===== config.mk =====
export PLATFORM = sky130hd
export DESIGN_NAME = timer_bank
export DESIGN_NICKNAME = d
export VERILOG_FILES = /design/src/rtl/timer_pkg.sv /design/src/rtl/timer_channel.sv /design/src/rtl/timer_bank.sv
export SDC_FILE = /design/constraint.sdc
export NUM_CORES = 1
export LEC_CHECK = 0
export CAP_MARGIN = 10
export CORE_ASPECT_RATIO = 2
export CORE_MARGIN = 2
export CORE_UTILIZATION = 63
export CTS_CLUSTER_DIAMETER = 150
export DETAILED_ROUTE_END_ITERATION = 10
export PLACE_DENSITY = 0.84
export SYNTH_ARGS = -nofsm -noshare
export SYNTH_HDL_FRONTEND = slang
export SYNTH_SLANG_ARGS = --single-unit

===== constraint.sdc =====
create_clock -name clk -period 4 [get_ports clk]
set_clock_uncertainty 0.15 [all_clocks]
set_input_delay 0.8 -clock clk [delete_from_list [all_inputs] [get_ports clk]]
set_output_delay 0.8 -clock clk [all_outputs]
set_load 0.01 [all_outputs]

===== src/rtl/timer_pkg.sv =====
// Shared encodings and limits for the countdown timer bank.
// Optional feature macro used by the bank: TIMER_AUTO_RELOAD_EN.
package timer_pkg;

  localparam logic [1:0] SEL_SEC  = 2'b00;
  localparam logic [1:0] SEL_MIN  = 2'b01;
  localparam logic [1:0] SEL_HOUR = 2'b10;
  localparam logic [1:0] SEL_NONE = 2'b11;

  localparam logic [5:0] SEC_MAX  = 6'd59;
  localparam logic [5:0] MIN_MAX  = 6'd59;
  localparam logic [4:0] HOUR_MAX = 5'd23;

  function automatic logic hms_is_zero(input logic [5:0] sec,
                                       input logic [5:0] min,
                                       input logic [4:0] hour);
    return (sec == 6'd0) && (min == 6'd0) && (hour == 5'd0);
  endfunction

endpackage


===== src/rtl/timer_channel.sv =====
// One countdown channel: hh:mm:ss value, done flag, borrow and edit logic.
// With TIMER_AUTO_RELOAD_EN a preset register reloads the value on expiry.
module timer_channel
  import timer_pkg::*;
(
  input  logic       i_clk,
  input  logic       i_rst_n,
  input  logic       i_run,
  input  logic       i_tick,
  input  logic       i_edit_inc,
  input  logic       i_edit_dec,
  input  logic [1:0] i_field,
  output logic [5:0] o_sec,
  output logic [5:0] o_min,
  output logic [4:0] o_hour,
  output logic       o_done
);

  logic [5:0] r_sec;
  logic [5:0] r_min;
  logic [4:0] r_hour;
  logic       r_done;

  logic [5:0] w_dec_sec;
  logic [5:0] w_dec_min;
  logic [4:0] w_dec_hour;
  logic       w_zero;
  logic       w_dec_zero;
  logic       w_active;

  logic [5:0] w_ed_sec;
  logic [5:0] w_ed_min;
  logic [4:0] w_ed_hour;
  logic       w_edit_any;

  // Borrow chain; only used when the value is nonzero, so hour never underflows.
  always_comb begin
    w_dec_sec  = r_sec - 6'd1;
    w_dec_min  = r_min;
    w_dec_hour = r_hour;
    if (r_sec == 6'd0) begin
      w_dec_sec = SEC_MAX;
      if (r_min == 6'd0) begin
        w_dec_min  = MIN_MAX;
        w_dec_hour = r_hour - 5'd1;
      end else begin
        w_dec_min = r_min - 6'd1;
      end
    end
  end

  assign w_zero     = hms_is_zero(r_sec, r_min, r_hour);
  assign w_dec_zero = hms_is_zero(w_dec_sec, w_dec_min, w_dec_hour);

  // Edits wrap within the selected field and never touch its neighbours.
  always_comb begin
    w_ed_sec   = r_sec;
    w_ed_min   = r_min;
    w_ed_hour  = r_hour;
    w_edit_any = (i_edit_inc | i_edit_dec) & (i_field != SEL_NONE);
    case (i_field)
      SEL_SEC: begin
        if (i_edit_inc)      w_ed_sec = (r_sec == SEC_MAX) ? 6'd0 : r_sec + 6'd1;
        else if (i_edit_dec) w_ed_sec = (r_sec == 6'd0) ? SEC_MAX : r_sec - 6'd1;
      end
      SEL_MIN: begin
        if (i_edit_inc)      w_ed_min = (r_min == MIN_MAX) ? 6'd0 : r_min + 6'd1;
        else if (i_edit_dec) w_ed_min = (r_min == 6'd0) ? MIN_MAX : r_min - 6'd1;
      end
      SEL_HOUR: begin
        if (i_edit_inc)      w_ed_hour = (r_hour == HOUR_MAX) ? 5'd0 : r_hour + 5'd1;
        else if (i_edit_dec) w_ed_hour = (r_hour == 5'd0) ? HOUR_MAX : r_hour - 5'd1;
      end
      default: ;
    endcase
  end

`ifdef TIMER_AUTO_RELOAD_EN
  logic [5:0] r_p_sec;
  logic [5:0] r_p_min;
  logic [4:0] r_p_hour;
  logic       w_preset_nz;

  assign w_preset_nz = ~hms_is_zero(r_p_sec, r_p_min, r_p_hour);
  // A nonzero preset keeps the channel counting through its one-cycle done pulse.
  assign w_active    = ~r_done | w_preset_nz;

  always_ff @(posedge i_clk or negedge i_rst_n) begin
    if (!i_rst_n) begin
      r_sec    <= '0;
      r_min    <= '0;
      r_hour   <= '0;
      r_done   <= 1'b0;
      r_p_sec  <= '0;
      r_p_min  <= '0;
      r_p_hour <= '0;
    end else if (!i_run) begin
      r_done <= 1'b0;
      if (w_edit_any) begin
        r_sec    <= w_ed_sec;
        r_min    <= w_ed_min;
        r_hour   <= w_ed_hour;
        r_p_sec  <= w_ed_sec;
        r_p_min  <= w_ed_min;
        r_p_hour <= w_ed_hour;
      end
    end else begin
      if (r_done && w_preset_nz) r_done <= 1'b0;
      if (w_active) begin
        if (w_zero || (i_tick && w_dec_zero)) begin
          r_done <= 1'b1;
          if (w_preset_nz) begin
            r_sec  <= r_p_sec;
            r_min  <= r_p_min;
            r_hour <= r_p_hour;
          end else begin
            r_sec  <= '0;
            r_min  <= '0;
            r_hour <= '0;
          end
        end else if (i_tick) begin
          r_sec  <= w_dec_sec;
          r_min  <= w_dec_min;
          r_hour <= w_dec_hour;
        end
      end
    end
  end
`else
  assign w_active = ~r_done;

  always_ff @(posedge i_clk or negedge i_rst_n) begin
    if (!i_rst_n) begin
      r_sec  <= '0;
      r_min  <= '0;
      r_hour <= '0;
      r_done <= 1'b0;
    end else if (!i_run) begin
      r_done <= 1'b0;
      if (w_edit_any) begin
        r_sec  <= w_ed_sec;
        r_min  <= w_ed_min;
        r_hour <= w_ed_hour;
      end
    end else if (w_active) begin
      if (w_zero) begin
        r_done <= 1'b1;
      end else if (i_tick) begin
        r_sec  <= w_dec_sec;
        r_min  <= w_dec_min;
        r_hour <= w_dec_hour;
        if (w_dec_zero) r_done <= 1'b1;
      end
    end
  end
`endif

  assign o_sec  = r_sec;
  assign o_min  = r_min;
  assign o_hour = r_hour;
  assign o_done = r_done;

endmodule


===== src/rtl/timer_bank.sv =====
// Bank of N_CH countdown timers sharing one free-running 1 s prescaler.
// Optional auto-reload per channel is enabled with TIMER_AUTO_RELOAD_EN.
module timer_bank
  import timer_pkg::*;
#(
  parameter  int CLK_FREQ_HZ = 1000,
  parameter  int N_CH        = 4,
  localparam int CH_W        = (N_CH > 1) ? $clog2(N_CH) : 1
) (
  input  logic            clk,
  input  logic            reset_n,
  input  logic [N_CH-1:0] run,
  input  logic [CH_W-1:0] ch_sel,
  input  logic [1:0]      field_sel,
  input  logic            inc,
  input  logic            dec,
  output logic [5:0]      sec_out,
  output logic [5:0]      min_out,
  output logic [4:0]      hour_out,
  output logic [N_CH-1:0] done,
  output logic            tick
);

  localparam int             PW         = (CLK_FREQ_HZ > 1) ? $clog2(CLK_FREQ_HZ) : 1;
  localparam logic [PW-1:0]  PRESC_LAST = PW'(CLK_FREQ_HZ - 1);

  logic [PW-1:0] r_presc;
  logic          r_tick;
  logic          r_inc_prev;
  logic          r_dec_prev;

  logic          w_presc_wrap;
  logic          w_inc_rise;
  logic          w_dec_rise;
  logic          w_edit_inc;
  logic          w_edit_dec;

  logic [5:0]    w_ch_sec  [N_CH];
  logic [5:0]    w_ch_min  [N_CH];
  logic [4:0]    w_ch_hour [N_CH];

  // tick is registered, so it appears after the edge where the count wraps.
  assign w_presc_wrap = (r_presc == PRESC_LAST);

  always_ff @(posedge clk or negedge reset_n) begin
    if (!reset_n) begin
      r_presc <= '0;
      r_tick  <= 1'b0;
    end else begin
      r_presc <= w_presc_wrap ? '0 : r_presc + PW'(1);
      r_tick  <= w_presc_wrap;
    end
  end

  always_ff @(posedge clk or negedge reset_n) begin
    if (!reset_n) begin
      r_inc_prev <= 1'b0;
      r_dec_prev <= 1'b0;
    end else begin
      r_inc_prev <= inc;
      r_dec_prev <= dec;
    end
  end

  assign w_inc_rise = inc & ~r_inc_prev;
  assign w_dec_rise = dec & ~r_dec_prev;
  // Coincident inc and dec edges cancel.
  assign w_edit_inc = w_inc_rise & ~w_dec_rise;
  assign w_edit_dec = w_dec_rise & ~w_inc_rise;

  for (genvar gi = 0; gi < N_CH; gi++) begin : g_ch
    logic w_sel;
    assign w_sel = (ch_sel == CH_W'(gi));

    timer_channel u_ch (
      .i_clk      (clk),
      .i_rst_n    (reset_n),
      .i_run      (run[gi]),
      .i_tick     (r_tick),
      .i_edit_inc (w_edit_inc & w_sel),
      .i_edit_dec (w_edit_dec & w_sel),
      .i_field    (field_sel),
      .o_sec      (w_ch_sec[gi]),
      .o_min      (w_ch_min[gi]),
      .o_hour     (w_ch_hour[gi]),
      .o_done     (done[gi])
    );
  end

  // Unmatched ch_sel (including codes >= N_CH) reads as zero.
  always_comb begin
    sec_out  = '0;
    min_out  = '0;
    hour_out = '0;
    for (int i = 0; i < N_CH; i++) begin
      if (ch_sel == CH_W'(i)) begin
        sec_out  = w_ch_sec[i];
        min_out  = w_ch_min[i];
        hour_out = w_ch_hour[i];
      end
    end
  end

  assign tick = r_tick;

endmodule


==> results.ini, run 1 <==
[yosys]
yosys.area_share.simple=0.277
async_flop_share=1.00
synthXorXnorAreaFrac=0.0318
ys_ff_latch=85
synth_top_cell_area_share=0.249
synth-compound-area-share=0.265
netlist_top_cells_area=dfrtp_1, o21ai_0, nor2_1
syn-num-nets=1166
yosysWarnings=0
syn_avg_cell_area_um2=7.59
ys_types=92
synth-main-ff-cell=dfrtp_1
synth_fa_ha_area_frac=0.0425
postSynthCellCount=1125
synth_commonest_cells=nor2_1, o21ai_0, nand2_1, dfrtp_1, a21oi_1
netlist_area_um2=8540
synthMostInstantiatedCell=nor2_1
synth_top_family_by_area=simple AND/OR/NAND/NOR gates
synth_top_area_cell=dfrtp_1
synth_edf_count=0
ys_seq_area_frac=0.249
synthMuxAreaShare=0.0714

[clock_network]
ctsHtreeMaxLevel=3
clock_path_buffers=2
clk_latency_ps=350
cts.sinks=85
cts_tree=built
holdBufCountCts=0
post_cts_buffers=0
numCtsBuffers=9
post_cts_resized=0
path_clk_slew_ps=70
cts-root-buf=clkbuf_16

[timing]
final-hold-violation-count=0
tightest_slew_ps=941
slew_violations=0
setup_tns_ps=0
finalCritPeriodShare=0.890
rsz0062_at_grt=no
period_minus_slack_ps=3560
setup-violations-final=0
relSlewSlack=0.373
max_freq_ghz=0.281

[pwr]
p_total_uw=3990
peakVddDrop_v=0.000323
intPower_uw=2230
pwr-share-comb=0.418
power_density_nw_per_um2=431
power.leakage_uw=0.00351
switching_share=0.441
power_switching_uw=1760
seqPwrFrac=0.358
p_clk_frac=0.224

[detailed_routing]
wire_per_inst_um=20.9
vias=9319
dr_wl_met2_mm=13.4
drc=0
dr.pass1.iters=6
wl_mm=26.6
wl_met1_mm=9.30
ant_nets=0
dr.max_layer_used=met4
wl_met3_mm=2.15
drtIter0Drc=936
vias_per_cell=7.32

[global_routing]
grt_start_max_net_pins=68
grt_remaining_overflow=0
grt_pass1_wl_mm=43.9
antenna_found_initial=0
track_usage=0.376
grt_pass1_vias=9167

[worst_setup_path]
cp.arrival_ps=2610
r2r_setup_slack_ps=780
cp_common_cell=clkdlybuf4s50_1
endpoint_kind=output pin
rr_startpoint=g_ch[0].u_ch.o_sec[1]
path_buf_inv=3
required_ps=3050
cp_max_fo=8
path_class=in2out
cpLargestDelayFamily=buffers and inverters
crit_path_cell_trace=clkdlybuf4s50_1 > buf_4 > mux4_2 > clkdlybuf4s50_1
startpoint=ch_sel[1]
start_kind=input pin
crit_path_max_incr_delay_ps=740
cp_slowest_cell=clkdlybuf4s50_1

[floorplan]
rows=60
start_util=0.639
die_h_um=169
die-area_um2=14600
io_pins=34
die_w_um=86.3
core_area_um2=13400

[run]
cap_violations=0

[outcome]
status=finished, final reports clean

[cells_and_area]
syn_to_final_growth_pct=8.38
diodes=0
layout.nets=1154
final_layout_size_suffix_gt1_frac=0.0975

[worst_hold_path]
min_from=r_presc[0]
min_path_type=reg2reg

[placed_design]
dp_hpwl_mm=19.1
io_buffers=33
globalplace.congestion=1.03

## sequential cells by signal (all words and copies together), names as in the netlist
| name | flops |
|---|---|
| r_inc_prev | 1 |
| g_ch.u_ch.o_sec | 24 |
| r_presc | 10 |
| g_ch.u_ch.o_min | 24 |
| r_dec_prev | 1 |
| tick | 1 |
| g_ch.u_ch.o_done | 4 |
| g_ch.u_ch.o_hour | 20 |
## final cells by class
class                   instances  area, µm²
fillers                      1100       4110
clock inverters                 6       68.8
repair buffers                 69        608
flip-flops and latches         85       2130
multi-input cells             910       5880
well taps                     155        194
inverters                      38        143
clock buffers                  10        229
## per-layer routing
| layer | up-vias | track usage |
|---|---|---|
| met5 | - | 0 |
| met4 | 0 | 0.243 |
| met3 | 171 | 0.0648 |
| met2 | 580 | 0.658 |
| met1 | 4395 | 0.409 |
| li1 | 4173 | - |
## power by group through the flow
stage / Sequential, µW / Clock (µW) / Combinational (µW)
finish: 1430 / 894 / 1660
global route: 1460 / 925 / 1840
CTS: 1400 / 890 / 1630
detailed placement: 1420 / 0 / 1610
global placement: 1410 / 0 / 1580
floorplan: 1140 / 0 / 1370
## placed cells by master (no fill, tap or decap), types with 17 or more instances in the layout
| cell | Yosys | layout |
|---|---|---|
| ha_1 | 29 | 29 |
| clkdlybuf4s50_1 | 0 | 32 |
| o21ai_0 | 104 | 104 |
| a21oi_1 | 80 | 80 |
| dfrtp_1 | 85 | 85 |
| or3_1 | 20 | 20 |
| nand3_1 | 51 | 51 |
| a31oi_1 | 25 | 25 |
| inv_1 | 36 | 36 |
| nand2_1 | 93 | 93 |
| xnor2_1 | 22 | 22 |
| mux4_2 | 17 | 17 |
| nor3_1 | 55 | 53 |
| nor2_1 | 116 | 116 |
| buf_4 | 5 | 35 |
| nand4_1 | 19 | 19 |
## logic make-up after synthesis
logic type | Yosys count
compound gates | 350
xor+xnor | 31
fa+ha+maj | 29
buf+inv | 130
flops | 85
mux | 36
simple gates | 464
## worst reg2reg max path, delay by kind of cell, from the launching register on
| family | cells | cell delay (ps) |
|---|---|---|
| AO/OA/AOI/OAI | 2 | 450 |
| adder cells (fa/ha/maj) | 1 | 290 |
| buffers and inverters | 1 | 140 |
| flip-flops | 1 | 480 |
| AND/OR/NAND/NOR | 4 | 1590 |
## per-stage QoR
stage               instance area [µm²]  worst slack, ps  cells  hold slack [ps]  utilization
floorplan                          8540              871   1125              283            -
global placement                   8950              519   1256              307        0.670
detailed placement                 8950              477   1256              316        0.670
CTS                                9250              473   1272              324        0.692
global route                       9250              369   1273              349        0.692
finish                             9250              439   1273              319        0.692
## path summary, 6_finish.rpt
check,end,cells after the start
min in group asynchronous,g_ch[1].u_ch.o_hour[4],1
hold / removal,r_presc[0],1
hold reg to reg,r_presc[0],1
setup / recovery,sec_out[5],4
max in group asynchronous,g_ch[3].u_ch.o_sec[4],2
setup reg to reg,g_ch[0].u_ch.o_min[4],8
Note: power is estimated with default switching activity, not from simulation.
==> inputs of run 2 (changes only) <==
Settings changed: GPL_ROUTABILITY_DRIVEN set to 1.
==> results of run 2 <==
The final DEF is identical to that of run 1; final timing and power are the same.
